[src/rtl/display_scheduler.sv]
`default_nettype none
`timescale 1ns/1ps
// ============================================================================
// Module   : display_scheduler
// Purpose  : Chooses what the two-digit BCD display shows (time/score) and
//            when it is blanked; owns the BCD score register.
// Revision : 1.0
// ============================================================================
module display_scheduler #(
    parameter int DWELL_MS = 1000,
    parameter int HOLD_MS  = 500,
    parameter int BLINK_MS = 250
) (
    input  logic       clk_1k,
    input  logic       rst_n,
    input  logic       start,
    input  logic       hit,
    input  logic       game_over,
    input  logic [7:0] time_bcd,
    output logic [7:0] disp_bcd,
    output logic       blank,
    output logic [7:0] score_bcd,
    output logic [1:0] state
);

    localparam int DWELL_W = (DWELL_MS > 1) ? $clog2(DWELL_MS) : 1;
    localparam int HOLD_W  = $clog2(HOLD_MS + 1);
    localparam int BLINK_W = (BLINK_MS > 1) ? $clog2(BLINK_MS) : 1;

    localparam logic [DWELL_W-1:0] DWELL_LAST = DWELL_W'(DWELL_MS - 1);
    localparam logic [HOLD_W-1:0]  HOLD_LOAD  = HOLD_W'(HOLD_MS);
    localparam logic [HOLD_W-1:0]  HOLD_ONE   = HOLD_W'(1);
    localparam logic [BLINK_W-1:0] BLINK_LAST = BLINK_W'(BLINK_MS - 1);

    typedef enum logic [1:0] {
        S_IDLE = 2'b00,
        S_PLAY = 2'b01,
        S_OVER = 2'b10
    } state_t;

    state_t              state_q, state_d;
    logic [7:0]          score_q, score_d;
    logic [7:0]          disp_q, disp_d;
    logic                blank_q, blank_d;
    logic                show_time_q, show_time_d;
    logic [DWELL_W-1:0]  dwell_q, dwell_d;
    logic [HOLD_W-1:0]   hold_q, hold_d;
    logic [BLINK_W-1:0]  blink_q, blink_d;

    // Saturating two-digit BCD increment
    function automatic logic [7:0] bcd_inc(input logic [7:0] v);
        logic [7:0] r;
        if (v == 8'h99) begin
            r = v;
        end else if (v[3:0] == 4'd9) begin
            r = {v[7:4] + 4'd1, 4'd0};
        end else begin
            r = {v[7:4], v[3:0] + 4'd1};
        end
        return r;
    endfunction

    always_ff @(posedge clk_1k or negedge rst_n) begin
        if (!rst_n) begin
            state_q     <= S_IDLE;
            score_q     <= 8'h00;
            disp_q      <= 8'h00;
            blank_q     <= 1'b0;
            show_time_q <= 1'b0;
            dwell_q     <= '0;
            hold_q      <= '0;
            blink_q     <= '0;
        end else begin
            state_q     <= state_d;
            score_q     <= score_d;
            disp_q      <= disp_d;
            blank_q     <= blank_d;
            show_time_q <= show_time_d;
            dwell_q     <= dwell_d;
            hold_q      <= hold_d;
            blink_q     <= blink_d;
        end
    end

    always_comb begin
        state_d     = state_q;
        score_d     = score_q;
        disp_d      = disp_q;
        blank_d     = blank_q;
        show_time_d = show_time_q;
        dwell_d     = dwell_q;
        hold_d      = hold_q;
        blink_d     = blink_q;

        case (state_q)
            S_IDLE: begin
                disp_d  = score_q;
                blank_d = 1'b0;
                if (start) begin
                    state_d     = S_PLAY;
                    score_d     = 8'h00;
                    show_time_d = 1'b1;
                    dwell_d     = '0;
                    hold_d      = '0;
                    blink_d     = '0;
                end
            end

            S_PLAY: begin
                disp_d  = show_time_q ? time_bcd : score_q;
                blank_d = 1'b0;
                if (start) begin
                    score_d     = 8'h00;
                    show_time_d = 1'b1;
                    dwell_d     = '0;
                    hold_d      = '0;
                    blink_d     = '0;
                end else begin
                    if (hit) begin
                        score_d     = bcd_inc(score_q);
                        show_time_d = 1'b0;
                        hold_d      = HOLD_LOAD;
                        dwell_d     = '0;
                    end else if (hold_q != '0) begin
                        // Hold expiry hands the display back to the timer
                        hold_d = hold_q - HOLD_ONE;
                        if (hold_q == HOLD_ONE) begin
                            show_time_d = 1'b1;
                            dwell_d     = '0;
                        end
                    end else if (dwell_q == DWELL_LAST) begin
                        dwell_d     = '0;
                        show_time_d = ~show_time_q;
                    end else begin
                        dwell_d = dwell_q + 1'b1;
                    end

                    if (game_over || (time_bcd == 8'h00)) begin
                        state_d = S_OVER;
                        blink_d = '0;
                        blank_d = 1'b0;
                        hold_d  = '0;
                        dwell_d = '0;
                    end
                end
            end

            S_OVER: begin
                disp_d = score_q;
                if (start) begin
                    state_d     = S_PLAY;
                    score_d     = 8'h00;
                    show_time_d = 1'b1;
                    dwell_d     = '0;
                    hold_d      = '0;
                    blink_d     = '0;
                    blank_d     = 1'b0;
                end else if (blink_q == BLINK_LAST) begin
                    blink_d = '0;
                    blank_d = ~blank_q;
                end else begin
                    blink_d = blink_q + 1'b1;
                end
            end

            default: begin
                state_d = S_IDLE;
                blank_d = 1'b0;
            end
        endcase
    end

    assign disp_bcd  = disp_q;
    assign blank     = blank_q;
    assign score_bcd = score_q;
    assign state     = state_q;

endmodule
`default_nettype wire

[config.mk]
export PLATFORM = sky130hd
export DESIGN_NAME = display_scheduler
export DESIGN_NICKNAME = d
export VERILOG_FILES = /design/src/rtl/display_scheduler.sv
export SDC_FILE = /design/constraint.sdc
export NUM_CORES = 1
export LEC_CHECK = 0
export ABC_AREA = 1
export CORE_ASPECT_RATIO = 1.1
export CORE_MARGIN = 4
export CORE_UTILIZATION = 57
export CTS_CLUSTER_DIAMETER = 100
export DETAILED_ROUTE_END_ITERATION = 6
export PLACE_DENSITY_LB_ADDON = 0.25
export SLEW_MARGIN = 30
export SYNTH_ARGS = -nofsm -noshare
export SYNTH_HDL_FRONTEND = slang
export SYNTH_SLANG_ARGS = --single-unit
[constraint.sdc]
create_clock -name clk_1k -period 2.2 [get_ports clk_1k]
set_input_delay 0.66 -clock clk_1k [delete_from_list [all_inputs] [get_ports clk_1k]]
set_output_delay 0.66 -clock clk_1k [all_outputs]
set_load 0.02 [all_outputs]
==> results of run 1 <==
cells in the final DEF, fill, tap and decap left out:
master / count
clkbuf_8: 6
inv_1: 44
nand3_1: 40
o21ai_4: 1
nand2_1: 80
buf_2: 1
xor2_1: 8
nand3b_1: 2
nand4_1: 15
ha_1: 9
a31oi_1: 8
nand3_2: 2
mux2i_1: 1
dfrtp_1: 47
a21oi_2: 1
nor2_4: 6
buf_4: 15
inv_2: 11
clkinv_2: 1
o21ai_2: 7
o31ai_1: 2
nand2_4: 3
nor2_2: 5
nor3_1: 11
clkdlybuf4s50_1: 30
o22ai_1: 1
a21oi_1: 5
nor3_2: 1
and3_1: 1
o21ai_1: 2
o21ai_0: 17
buf_12: 2
nor2_1: 49
nand2_2: 4
power by group:
part | switching [mW] | internal, mW
logic | 0.468 | 0.304
clock network | 0.283 | 0.247
registers | 0.0778 | 0.938
total | 0.828 | 1.49
sequential cells by signal, indices dropped and copies added (netlist names):
name / flops
blank: 1
dwell_q: 10
disp_bcd: 8
show_time_q: 1
score_bcd: 8
hold_q: 9
state: 2
blink_q: 8
stage by stage:
stage | TNS (ns) | setup WS (ns) | instances | hold slack (ns)
detailed placement | -0.0283 | -0.0141 | 489 | 0.476
global placement | 0 | 0.0189 | 489 | 0.456
finish | 0 | 0.116 | 496 | 0.297
floorplan | 0 | 0.511 | 390 | 0.364
CTS | 0 | 0.0878 | 496 | 0.304
global route | 0 | 0.0412 | 496 | 0.316
area by class of cell:
| class | count | share of cell area, % |
|---|---|---|
| Inverter | 55 | 5.88 |
| Clock buffer | 6 | 2.35 |
| Tap cell | 58 | 2.07 |
| Multi-Input combinational cell | 281 | 43.1 |
| Timing Repair Buffer | 48 | 13.0 |
| Clock inverter | 1 | 0.142 |
| Sequential cell | 47 | 33.5 |
worst max-delay path by stage:
stage,endpoint,slack [ns],depth (start not counted)
3_5_place_dp,score_bcd[6],-0.01,10
4_1_cts,score_bcd[4],0.09,1
6_report,score_bcd[4],0.12,1
3_3_place_gp,blink_q[0],0.02,11
2_1_floorplan,hold_q[1],0.51,12
5_1_grt,score_bcd[4],0.04,1
cells by family after synthesis:
family / Yosys count / synth area share [%]
buf+inv: 62 / 8.63
flops: 47 / 40.0
xor+xnor: 8 / 2.38
simple gates: 219 / 35.4
fa+ha+maj: 9 / 3.83
compound gates: 44 / 9.44
mux: 1 / 0.340
metal layers:
| layer | track usage, % | up-vias | routed length, µm |
|---|---|---|---|
| li1 | - | 1365 | - |
| met1 | 28.1 | 1228 | 2890 |
| met2 | 39.6 | 51 | 3270 |
| met3 | 3.69 | 14 | 241 |
| met4 | 6.92 | 0 | 127 |
| met5 | 0 | - | 0 |
==> metrics.yaml, run 1 <==
floorplanning:
  rows: 27
  ioPinCount: 32
  die_area_um2: 6380
  start_util_pct: 58.9
  coreArea_um2: 5000
  chipWidth_um: 76.5
  die_h_um: 83.4
synthesis:
  yosysTopAreaCell: "dfrtp_1"
  ys_ff_latch: 47
  synth_area_um2: 2940
  yosysWarnings: 0
  synthArstFlopShare_pct: 100
  synthTopCellsByArea: "dfrtp_1 40%, nand2_1 10%, nand3_1 6.8%, nor2_1 6.3%, inv_1 5.6%"
  ys_top_cells_by_count: "80 x nand2_1, 49 x nor2_1, 47 x dfrtp_1"
  ys.flop_type: "dfrtp_1"
  syn_inst: 390
  ys_seq_area_share_pct: 40.0
  synth_nets: 412
  post-synth-top-count-cell: "nand2_1"
  synth_edf_count: 0
  post_synth_num_cell_types: 32
  synth_area_per_cell_um2: 7.55
  yosysTopAreaCellShare_pct: 40.0
clock_network:
  clock_path_buffers: 2
  h-tree-depth: 2
  holdBufCountCts: 0
  clockRootBuffer: "clkbuf_8"
  cts_buffers: 5
  cts_tree: "yes"
  cts_resized: 0
  clock_sinks: 47
  clk_pin_slew_worst_paths_ns: 0.08
  post_cts_buffers: 0
  clk_latency_ns: 0.30
sta:
  slew_headroom_pct: 70.1
  maxSlewViolCount: 0
  clock_skew_ns: 0.00945
  tightest_slew_ns: 0.449
  min_period_ns: 2.08
  finalCritPeriodShare_pct: 94.7
  rsz0062_at_grt: "no"
  setup_viol: 0
  hold_violations: 0
  fmax_mhz: 480
layout:
  n_antenna_cell: 0
  seqCellArea_um2: 1180
  fin_area_um2: 3510
  syn_to_final_growth_pct: 19.4
  multi_input_area_um2: 1510
  nets: 460
  final_core_utilization_pct: 70.3
  drive_gt1_share_pct: 15.1
  nFillCells: 405
power:
  power.density_nw_per_um2: 660
  fin_total_pwr_mw: 2.32
  ir_drop_mv: 0.385
  leakage_nw: 1.71
critical_path:
  critPathMaxFanout: 6
  critical-path-top-delay-family: "buffers and inverters"
  path_cells: "clkdlybuf4s50_1"
  crit_path_max_incr_delay_ns: 0.65
  path_class: "register to output pin"
  crit_path_end_kind: "output pin"
  r2r_start: "hold_q[1]"
  r2r_end: "hold_q[0]"
  crit_slowest_cell: "clkdlybuf4s50_1"
  critPathBufInv: 1
  worst_setup_path_start_kind: "register"
  reg2reg_slack_ns: 0.29
  r2r_cells: 12
  startpoint: "score_bcd[4]"
  required_ns: 1.54
  cp.arrival_ns: 1.42
place:
  dp.final_hpwl_um: 5140
  place_congestion: 0.862
  placed_cell_area_um2: 3430
  io_buffers: 31
global_route:
  antenna_found_initial: 0
  grt_max_degree: 30
  grt_pass1_wl_um: 12000
  grt_pass1_vias: 2796
  grt_use_total_pct: 22.5
  grt_overflow_total: 0
drt:
  first_pass_iters: 5
  vias: 2658
  final_antenna_net_count: 0
  wl_per_cell_um: 13.2
  vias_per_cell: 5.36
  wl_um: 6530
  drtIter0Drc: 81
  drcViolationCount: 0
hold_path:
  min_path_type: "primary input to async pin"
outcome:
  outcome: "complete, no violations"
run:
  drv_cap: 0
No activity file was read; power rests on OpenSTA's default activity.
==> inputs of run 2 (changes only) <==
CORE_UTILIZATION = 59   (was 57)
CTS_BUF_LIST = sky130_fd_sc_hd__clkbuf_2 sky130_fd_sc_hd__clkbuf_4 sky130_fd_sc_hd__clkbuf_8   (was not set)
==> run 2 against run 1 <==
  * Core utilization increased by 3.5 points
  * Die area decreased by 3.1%
  * Combinational power rose by 0.9%
  * Non-clock buffer count down 1
  * Sequential cell count is the same
  * Routed wire length grew 3.3%
  * Clock-buffer cell count up 1
  * Global-route usage increased by 1.7 points
  * Sequential power is essentially flat
==> metrics.yaml, run 2 (synthesized netlist as in run 1, its figures left out) <==
drt:
  wl_um: 6740  # was 6530 µm
  vias_per_cell: 5.52  # was 5.36
  final_antenna_net_count: 0  # unchanged
  vias: 2729  # was 2658
  drtIter0Drc: 147  # was 81
  wl_per_cell_um: 13.6  # was 13.2 µm
  first_pass_iters: 5  # unchanged
  drcViolationCount: 0  # unchanged
floorplanning:
  coreArea_um2: 4750  # was 5000 µm²
  die_h_um: 82.1  # was 83.4 µm
  die_area_um2: 6180  # was 6380 µm²
  start_util_pct: 62.0  # was 58.9%
  chipWidth_um: 75.3  # was 76.5 µm
  rows: 26  # was 27
  ioPinCount: 32  # unchanged
outcome:
  outcome: "complete, no violations"  # unchanged
clock_network:
  clockRootBuffer: "clkbuf_8"  # unchanged
  post_cts_buffers: 0  # unchanged
  clk_pin_slew_worst_paths_ns: 0.08  # about the same
  cts_buffers: 5  # unchanged
  clk_latency_ns: 0.30  # about the same
  cts_tree: "yes"  # unchanged
  h-tree-depth: 2  # unchanged
  cts_resized: 0  # unchanged
  clock_path_buffers: 2  # unchanged
  holdBufCountCts: 0  # unchanged
  clock_sinks: 47  # unchanged
critical_path:
  reg2reg_slack_ns: 0.23  # was 0.29 ns
  cp.arrival_ns: 1.44  # was 1.42 ns
  startpoint: "score_bcd[4]"  # unchanged
  path_class: "register to output pin"  # unchanged
  r2r_cells: 11  # was 12
  crit_path_end_kind: "output pin"  # unchanged
  worst_setup_path_start_kind: "register"  # unchanged
  required_ns: 1.54  # about the same
  critPathMaxFanout: 6  # unchanged
  crit_slowest_cell: "clkdlybuf4s50_1"  # unchanged
  critPathBufInv: 1  # unchanged
  r2r_start: "hold_q[1]"  # unchanged
  crit_path_max_incr_delay_ns: 0.66  # was 0.65 ns
  path_cells: "clkdlybuf4s50_1"  # unchanged
  critical-path-top-delay-family: "buffers and inverters"  # unchanged
  r2r_end: "dwell_q[5]"  # was hold_q[0]
layout:
  layout_commonest_cell: "nand2_1"  # unchanged
  regMostFlops: "dwell_q"  # unchanged
  final_cell_mix: "80 x nand2_1, 49 x nor2_1, 47 x dfrtp_1, 44 x inv_1, 40 x nand3_1"  # unchanged
  n_antenna_cell: 0  # unchanged
  largest_reg_flops: 10  # unchanged
  final_cells: 494  # was 496
  reg_top3: "dwell_q: 10 flops, hold_q: 9 flops"  # unchanged
  nets: 459  # was 460
  syn_to_final_growth_pct: 19.1  # was 19.4%
  drive_gt1_share_pct: 15.1  # unchanged
global_route:
  grt_pass1_wl_um: 11600  # was 12000 µm
  grt_max_degree: 28  # was 30
  grt_pass1_vias: 2681  # was 2796
  grt_use_total_pct: 24.2  # was 22.5%
  antenna_found_initial: 0  # unchanged
  grt_overflow_total: 0  # unchanged
sta:
  rsz0062_at_grt: "no"  # unchanged
  maxSlewViolCount: 0  # unchanged
  min_period_ns: 2.10  # was 2.08 ns
  clock_skew_ns: 0.00310  # was 0.00945 ns
  finalCritPeriodShare_pct: 95.2  # was 94.7%
  hold_ws_ns: 0.312  # was 0.297 ns
  fmax_mhz: 477  # was 480 MHz
  tightest_slew_ns: 0.497  # was 0.449 ns
  fin_tns_setup_ns: 0  # unchanged
  slew_headroom_pct: 66.9  # was 70.1%
  setup_viol: 0  # unchanged
  hold_violations: 0  # unchanged
power:
  fin_total_pwr_mw: 2.32  # about the same
  power.density_nw_per_um2: 663  # was 660 nW/µm²
  leakage_nw: 1.71  # about the same
  ir_drop_mv: 0.510  # was 0.385 mV
run:
  drv_cap: 0  # unchanged
place:
  place_congestion: 0.888  # was 0.862
  io_buffers: 31  # unchanged
  dp.final_hpwl_um: 5220  # was 5140 µm
  placed_cells: 486  # was 489
hold_path:
  min_path_type: "primary input to async pin"  # unchanged
==> run 2: cell count changes in the layout (fill, tap and decap cells not counted), sizes merged <==
cell / delta
clkbuf: +1
buf: -1
==> run 2: routing by layer <==
layer	GRT usage [%]	routed length (µm)	vias to the layer above
li1	-	-	1364
met1	31.6	3030	1297
met2	40.2	3370	56
met3	3.92	243	12
met4	8.39	106	0
met5	0	0	-
==> run 2: how the worst max path moves through the flow <==
stage,endpoint,slack [ns],cells after the start
floorplan,hold_q[1],0.51,12
global placement,score_bcd[6],0.02,10
detailed placement,blink_q[1],-0.02,11
CTS,score_bcd[4],0.08,1
global route,score_bcd[4],0.06,1
finish,score_bcd[4],0.10,1
==> run 2: final cells by class <==
class / instances / area [µm²]
clock buffer: 7 / 83.8
clock inverter: 1 / 5.00
fill: 363 / 1240
inverter: 55 / 206
multi-input combinational: 281 / 1510
sequential: 47 / 1180
tap: 56 / 70.1
timing repair buffer: 47 / 450
==> run 2: through the flow <==
| step | setup slack, ns | instance area (µm²) | util, % |
|---|---|---|---|
| after global routing | 0.0586 | 3500 | 73.8 |
| after floorplan | 0.511 | 2940 | - |
| after CTS | 0.0809 | 3500 | 73.8 |
| final | 0.105 | 3500 | 73.8 |
| after detailed placement | -0.0228 | 3420 | 71.9 |
| after global placement | 0.0221 | 3420 | 71.9 |
==> run 2: where the power goes <==
| part | leakage [nW] | total (mW) | internal (mW) | switching (mW) |
|---|---|---|---|---|
| registers | 0.637 | 1.02 | 0.938 | 0.0789 |
| logic | 1.02 | 0.779 | 0.303 | 0.476 |
| clock network | 0.0491 | 0.529 | 0.248 | 0.281 |
